File: src/rtl/gate_logic_array_pkg.sv
// gate_logic_pkg: shared constants and helpers for the gate logic array.
//   EDGE_TOGGLE / EDGE_RISE / EDGE_FALL : legal values of EDGE_MODE
//   cnt_width()                         : width of a per-channel fire counter
//   popcount()                          : number of set bits in a 64-bit vector
package gate_logic_pkg;

    localparam int EDGE_TOGGLE = 0;
    localparam int EDGE_RISE   = 1;
    localparam int EDGE_FALL   = 2;

    // The counter must be able to hold MAX_FIRES itself.
    function automatic int cnt_width(input int max_fires);
        return $clog2(max_fires + 1);
    endfunction

    function automatic logic [6:0] popcount(input logic [63:0] v);
        logic [6:0] c;
        c = '0;
        for (int i = 0; i < 64; i++) begin
            c = c + 7'(v[i]);
        end
        return c;
    endfunction

endpackage

File: src/rtl/gate_logic_array_if.sv
// gate_logic_array_if: per-cycle bundle between the wire-state network, the
// gate array and the logic scheduler.
//   epoch_clear : start a new logic epoch (synchronous, active-high)
//   chan_en     : per-channel enable
//   in          : wire state per channel
//   out         : fire pulse per channel
//   exhausted   : channel has spent its fire budget this epoch
//   fire_any    : OR of the fire bits on out's timing
//   fire_total  : popcount of the fire bits on out's timing
//
// There is no valid/ready handshake: every clock cycle is one transaction,
// the inputs are sampled on every posedge and the outputs are always valid.
interface gate_logic_array_if #(
    parameter int CHANNELS = 8
);
    localparam int FTW = $clog2(CHANNELS + 1);

    logic                epoch_clear;
    logic [CHANNELS-1:0] chan_en;
    logic [CHANNELS-1:0] in;
    logic [CHANNELS-1:0] out;
    logic [CHANNELS-1:0] exhausted;
    logic                fire_any;
    logic [FTW-1:0]      fire_total;

    modport master (
        output epoch_clear, chan_en, in,
        input  out, exhausted, fire_any, fire_total
    );

    modport slave (
        input  epoch_clear, chan_en, in,
        output out, exhausted, fire_any, fire_total
    );
endinterface

File: src/rtl/gate_logic_array_channel.sv
// gate_logic_channel: one edge-qualified, budget-limited fire channel.
//   clk, rst_n   : clock, asynchronous active-low reset
//   epoch_clear  : resets the fire counter (wins over an increment)
//   chan_en      : channel enable; edges seen while low are consumed
//   wire_in      : watched wire level
//   fire         : same-cycle fire pulse
//   exhausted    : fire counter has reached MAX_FIRES
//   fire_cnt     : fire counter (debug visibility)
module gate_logic_channel
    import gate_logic_pkg::*;
#(
    parameter int MAX_FIRES = 1,
    parameter int EDGE_MODE = EDGE_TOGGLE,
    localparam int CW       = cnt_width(MAX_FIRES)
) (
    input  logic          clk,
    input  logic          rst_n,
    input  logic          epoch_clear,
    input  logic          chan_en,
    input  logic          wire_in,
    output logic          fire,
    output logic          exhausted,
    output logic [CW-1:0] fire_cnt
);

    localparam logic [CW-1:0] MAX_CNT = CW'(MAX_FIRES);

    if (MAX_FIRES < 1) begin : g_bad_fires
        $error("gate_logic_channel: MAX_FIRES must be at least 1");
    end
    if (EDGE_MODE != EDGE_TOGGLE && EDGE_MODE != EDGE_RISE && EDGE_MODE != EDGE_FALL) begin : g_bad_mode
        $error("gate_logic_channel: EDGE_MODE must be 0, 1 or 2");
    end

    logic          prev_in_q, prev_in_d;
    logic          armed_q, armed_d;
    logic [CW-1:0] fire_cnt_q, fire_cnt_d;
    logic          edge_raw;

    always_comb begin
        edge_raw = 1'b0;
        case (EDGE_MODE)
            EDGE_RISE: edge_raw = ~prev_in_q & wire_in;
            EDGE_FALL: edge_raw = prev_in_q & ~wire_in;
            default:   edge_raw = prev_in_q ^ wire_in;
        endcase

        exhausted = (fire_cnt_q == MAX_CNT);
        // armed_q keeps the reset-release cycle silent: prev_in is only
        // meaningful once it has captured a real wire level.
        fire = armed_q & chan_en & edge_raw & ~exhausted;

        // prev_in always tracks the wire, so edges seen while disabled or
        // exhausted are consumed rather than replayed later.
        prev_in_d = wire_in;
        armed_d   = 1'b1;

        fire_cnt_d = fire_cnt_q;
        if (epoch_clear) begin
            fire_cnt_d = '0;
        end else if (fire) begin
            fire_cnt_d = fire_cnt_q + CW'(1);
        end
    end

    always_ff @(posedge clk or negedge rst_n) begin
        if (!rst_n) begin
            prev_in_q  <= 1'b0;
            armed_q    <= 1'b0;
            fire_cnt_q <= '0;
        end else begin
            prev_in_q  <= prev_in_d;
            armed_q    <= armed_d;
            fire_cnt_q <= fire_cnt_d;
        end
    end

    assign fire_cnt = fire_cnt_q;

endmodule

File: src/rtl/gate_logic_array.sv
// gate_logic_array: CHANNELS independent one-shot/multi-shot gate channels
// with optional output register and per-cycle fire activity summary.
//   clk           : clock, all state updates on posedge
//   logic_reset_n : asynchronous active-low reset
//   bus           : gate_logic_array_if slave (epoch_clear, chan_en, in ->
//                   out, exhausted, fire_any, fire_total)
// Parameters: CHANNELS (1..64), MAX_FIRES (>=1), EDGE_MODE (0 toggle,
// 1 rise, 2 fall), REG_OUT (0 combinational out, 1 registered out).
module gate_logic_array
    import gate_logic_pkg::*;
#(
    parameter int CHANNELS  = 8,
    parameter int MAX_FIRES = 1,
    parameter int EDGE_MODE = EDGE_TOGGLE,
    parameter int REG_OUT   = 0
) (
    input logic               clk,
    input logic               logic_reset_n,
    gate_logic_array_if.slave bus
);

    localparam int FTW = $clog2(CHANNELS + 1);
    localparam int CW  = cnt_width(MAX_FIRES);

    if (CHANNELS < 1 || CHANNELS > 64) begin : g_bad_channels
        $error("gate_logic_array: CHANNELS must be in 1..64");
    end

    logic [CHANNELS-1:0] fire_vec;
    logic [CHANNELS-1:0] exhausted_vec;
    logic [CHANNELS-1:0] fire_out;

    for (genvar g = 0; g < CHANNELS; g++) begin : g_ch
        logic [CW-1:0] fire_cnt;

        gate_logic_channel #(
            .MAX_FIRES (MAX_FIRES),
            .EDGE_MODE (EDGE_MODE)
        ) u_ch (
            .clk         (clk),
            .rst_n       (logic_reset_n),
            .epoch_clear (bus.epoch_clear),
            .chan_en     (bus.chan_en[g]),
            .wire_in     (bus.in[g]),
            .fire        (fire_vec[g]),
            .exhausted   (exhausted_vec[g]),
            .fire_cnt    (fire_cnt)
        );
    end

    if (REG_OUT != 0) begin : g_reg_out
        logic [CHANNELS-1:0] out_q, out_d;

        always_comb begin
            out_d = fire_vec;
        end

        always_ff @(posedge clk or negedge logic_reset_n) begin
            if (!logic_reset_n) begin
                out_q <= '0;
            end else begin
                out_q <= out_d;
            end
        end

        assign fire_out = out_q;
    end else begin : g_comb_out
        // fire already includes armed, so out is 0 until the channel arms.
        assign fire_out = fire_vec;
    end

    assign bus.out        = fire_out;
    assign bus.exhausted  = exhausted_vec;
    assign bus.fire_any   = |fire_out;
    assign bus.fire_total = FTW'(popcount(64'(fire_out)));

endmodule

File: src/flat_wrapper.sv
// flat-port wrapper written by rule: the top's interface ports become plain ports
module gate_logic_array_flat import gate_logic_pkg::*;
#(
    parameter int CHANNELS  = 8,
    parameter int MAX_FIRES = 1,
    parameter int EDGE_MODE = EDGE_TOGGLE,
    parameter int REG_OUT   = 0
)
  (clk, logic_reset_n, bus_epoch_clear, bus_chan_en, bus_in, bus_out, bus_exhausted, bus_fire_any, bus_fire_total);
  gate_logic_array_if #(.CHANNELS(CHANNELS)) bus_i ();
  input logic clk;
  input logic logic_reset_n;
  input wire logic [$bits(bus_i.epoch_clear)-1:0] bus_epoch_clear;
  input wire logic [$bits(bus_i.chan_en)-1:0] bus_chan_en;
  input wire logic [$bits(bus_i.in)-1:0] bus_in;
  output wire logic [$bits(bus_i.out)-1:0] bus_out;
  output wire logic [$bits(bus_i.exhausted)-1:0] bus_exhausted;
  output wire logic [$bits(bus_i.fire_any)-1:0] bus_fire_any;
  output wire logic [$bits(bus_i.fire_total)-1:0] bus_fire_total;
  assign bus_i.epoch_clear = bus_epoch_clear;
  assign bus_i.chan_en = bus_chan_en;
  assign bus_i.in = bus_in;
  assign bus_out = bus_i.out;
  assign bus_exhausted = bus_i.exhausted;
  assign bus_fire_any = bus_i.fire_any;
  assign bus_fire_total = bus_i.fire_total;
  gate_logic_array #(.CHANNELS(CHANNELS), .MAX_FIRES(MAX_FIRES), .EDGE_MODE(EDGE_MODE), .REG_OUT(REG_OUT)) u_core (.clk(clk), .logic_reset_n(logic_reset_n), .bus(bus_i));
endmodule
File: config.mk
export PLATFORM = sky130hd
export DESIGN_NAME = gate_logic_array_flat
export DESIGN_NICKNAME = d
export VERILOG_FILES = /design/src/rtl/gate_logic_array_pkg.sv /design/src/rtl/gate_logic_array_if.sv /design/src/rtl/gate_logic_array_channel.sv /design/src/rtl/gate_logic_array.sv /design/src/flat_wrapper.sv
export SDC_FILE = /design/constraint.sdc
export NUM_CORES = 1
export LEC_CHECK = 0
export ABC_AREA = 1
export CAP_MARGIN = 20
export CORE_ASPECT_RATIO = 0.6
export CORE_MARGIN = 8
export CORE_UTILIZATION = 42
export DETAILED_ROUTE_END_ITERATION = 7
export PLACE_DENSITY_LB_ADDON = 0.12
export SLEW_MARGIN = 20
export SYNTH_ARGS = -nofsm -noshare
export SYNTH_HDL_FRONTEND = slang
export SYNTH_HIERARCHICAL = 1
export SYNTH_SLANG_ARGS = --single-unit
File: constraint.sdc
create_clock -name clk -period 6.35 [get_ports clk]
set_input_delay 1.905 -clock clk [delete_from_list [all_inputs] [get_ports clk]]
set_output_delay 1.905 -clock clk [all_outputs]
set_load 0.05 [all_outputs]
==> metrics.md <==
| Metric | Value |
|---|---|
| # nets final | `248` |
| Drt first-iter violations | `50` |
| Max_slew headroom | `0.6321` |
| Site row count | `15` |
| Hold WC Path Type | `flip-flop to flip-flop` |
| Die Ht | `58.22 µm` |
| Final period utilization | `1.074` |
| Wire length per cell | `13.89 µm` |
| DR vias | `1134` |
| Tmin final | `6.819 ns` |
| Critical Path AT | `4.91 ns` |
| Worst-Margin Slew | `0.5519 ns` |
| R2R Path End | `u_core/g_ch[0].u_ch/exhausted$_DFFE_PN0P_` |
| Critical path fanouts, max | `3` |
| Post-Syn Nets | `171` |
| Fmax | `146.6 MHz` |
| Flop pwr share | `0.360` |
| CTS Buf Count | `3` |
| GRT busiest layer | `met2` |
| Failing checks | `negative setup slack` |
| Psw | `0.0001461 W` |
| Unrepaired setup endpoints after global routing | `yes` |
| Placer Congestion | `0.8008` |
| Met1 Use GR | `0.1427` |
| Antenna Nets Post-Route | `0` |
| Clock slew at reported path FFs | `0.09 ns` |
| Initial core utilization | `0.4373` |
| Hold_sp | `u_core/g_ch[2].u_ch/exhausted$_DFFE_PN0P_` |
| Final setup vio count | `3` |
| Clk sink count | `24` |
| R2R setup slack | `5.24 ns` |
| Post-DP HPWL | `2246 µm` |
| CTS tree | `done` |
| Reg2reg start | `u_core/g_ch[0].u_ch/prev_in_q$_DFF_PN0_` |
| H-Tree Level Count | `1` |
| Cell Count Post-Placement | `234` |
| Max VDD drop | `0.1237 mV` |
| Global Route met3 Usage | `0.05915` |
| Max Cap Violations | `0` |
| Initial antenna violation count | `0` |
| Worst Hold Depth | `2` |
| Remaining DRCs | `0` |
| Skew-Pair Late Insertion Delay | `0.27 ns` |
| WP data required | `4.45 ns` |
| Fin Clk Skew | `0.003558 ns` |
| Leakage | `1.118 nW` |
| Overflow after GRT | `0` |
| Clock power frac | `0.288` |
| Top-Level Pins | `40` |
| Non-filler instance count after layout | `262` |
| Detailed Route WL | `3639 µm` |
| Sw frac | `0.3142` |
| Die Area | `0.005027 mm²` |
| Max Slew Vio Count | `0` |
| Status | `finished, violations left` |
| Final setup margin | `-0.4691 ns` |
| GRT met2 Usage | `0.2814` |
| Mapped Cells | `144` |
| Vias in the first global route | `1293` |
| Core ar. | `0.002853 mm²` |
| GRT Overall Usage | `0.1477` |
| Drt via density | `4.328` |
| Kind of end point of the critical path | `output port` |
| Die Width | `86.36 µm` |
| Synthesized area | `0.001247 mm²` |
| Global-route wire length before repair | `5844 µm` |
| PwrDens | `209.4 mW/mm²` |
| Worst Setup Path Type | `primary input to output port` |
| Setup Total Neg Slack | `-0.9109 ns` |
| Area delta synth->final | `78.03%` |
| Startpoint Class | `primary input` |
| Pint | `0.0003189 W` |
| Pre-Repair DR Iteration Count | `4` |
| Share of cells above drive strength 1 | `0.4545` |
| Clock Tree Buf Depth | `2` |
| Warnings from Yosys | `6` |
| Largest net degree at the start of global routing | `25` |
| Logic pwr share | `0.353` |
| Buffers on Ports | `39` |
| Avg Inst Size Synth | `8.663 µm²` |
| Ant diodes | `0` |
| CTS root buffer | `clkbuf_8` |
| Number of cells on the worst reg-to-reg path | `6` |
| Hold path endpoint | `u_core/g_ch[2].u_ch/exhausted$_DFFE_PN0P_` |
| Endpoints failing hold | `0` |
layout make-up:
| class | count | area [µm²] |
|---|---|---|
| Tap cell | 42 | 52.55 |
| Inverter | 46 | 186.4 |
| Fill cell | 192 | 631.9 |
| Clock buffer | 3 | 41.29 |
| Clock inverter | 1 | 30.03 |
| Sequential cell | 24 | 600.6 |
| Multi-Input combinational cell | 74 | 618.1 |
| Timing Repair Buffer | 72 | 691.9 |
layout by cell type, fill, tap and decap left out:
cell type / n
nor2_1: 5
nand2_1: 20
bufinv_16: 1
ha_1: 2
buf_2: 2
clkinvlp_4: 1
buf_4: 32
inv_6: 1
nor2_4: 5
xnor2_4: 1
inv_1: 31
clkbuf_8: 3
nand3_2: 7
nand2_4: 3
ha_4: 2
buf_12: 5
buf_8: 1
inv_4: 2
nand3_4: 2
dfrtp_1: 24
clkdlybuf4s50_1: 27
fa_2: 1
a21oi_2: 8
buf_6: 5
conb_1: 8
inv_2: 11
fa_1: 3
nand2_2: 7
worst max-delay path, cell delays in order:
cell and delay (ns):
buf_12 0.11, nand2_4 0.07, nand3_4 0.09, nor2_4 0.16
inv_4 0.05, fa_1 0.51, fa_1 0.56, fa_1 0.43
inv_2 0.08, ha_4 0.13, inv_2 0.04, fa_2 0.54
clkinvlp_4 0.09, buf_12 0.15
what timing repair did:
item                       in CTS  in global routing
cloned                          0                  0
setup endpoints to repair       4                  5
pin swaps                      18                 10
setup buffers                  27                  3
hold buffers                    0                  0
gates resized for setup        45                 10
metrics by stage:
stage	power [W]	hold WS, ns	instance area, µm²	setup WS (ns)	utilization
after floorplan	0.0002480	0.5340	1330	-0.4429	-
after global placement	0.0003064	0.5292	1878	-0.8606	0.6583
after detailed placement	0.0003093	0.5419	1878	-0.9315	0.6583
after CTS	0.0004589	0.5565	2205	-0.4599	0.7728
after global routing	0.0004829	0.5836	2221	-0.5247	0.7785
final	0.0004650	0.5539	2221	-0.4691	0.7785
flip-flops by register name (all words and copies together), names as in the netlist:
signal	flops
u_core/g_ch.u_ch/exhausted	8
u_core/g_ch.u_ch/armed_q	8
u_core/g_ch.u_ch/prev_in_q	8
how the worst max path moves through the flow:
stage	from	end	slack (ns)	depth (start not counted)
5_1_grt	bus_in[0]	bus_fire_total[1]	-0.52	14
3_5_place_dp	bus_in[0]	bus_fire_total[1]	-0.93	15
6_report	bus_in[0]	bus_fire_total[1]	-0.47	14
3_3_place_gp	bus_in[0]	bus_fire_total[1]	-0.86	15
2_1_floorplan	bus_chan_en[0]	bus_fire_total[1]	-0.44	13
4_1_cts	bus_in[3]	bus_fire_total[1]	-0.46	15
power groups by stage:
| stage | Clock (W) | Combinational, W | Sequential, W |
|---|---|---|---|
| floorplan | 0 | 0.0000688 | 0.000179 |
| global placement | 0 | 0.000138 | 0.000169 |
| detailed placement | 0 | 0.000140 | 0.000169 |
| CTS | 0.000136 | 0.000157 | 0.000167 |
| global route | 0.000141 | 0.000173 | 0.000168 |
| finish | 0.000134 | 0.000164 | 0.000167 |
metal layers:
layer  vias up  wire length [µm]  part of all wire
met5         -                 0                 0
met4         0                81             0.022
met3        10               248             0.068
met2        30              1960              0.54
met1       551              1348              0.37
li1        543                 -                 -
Power figures use the tool's default switching activity.
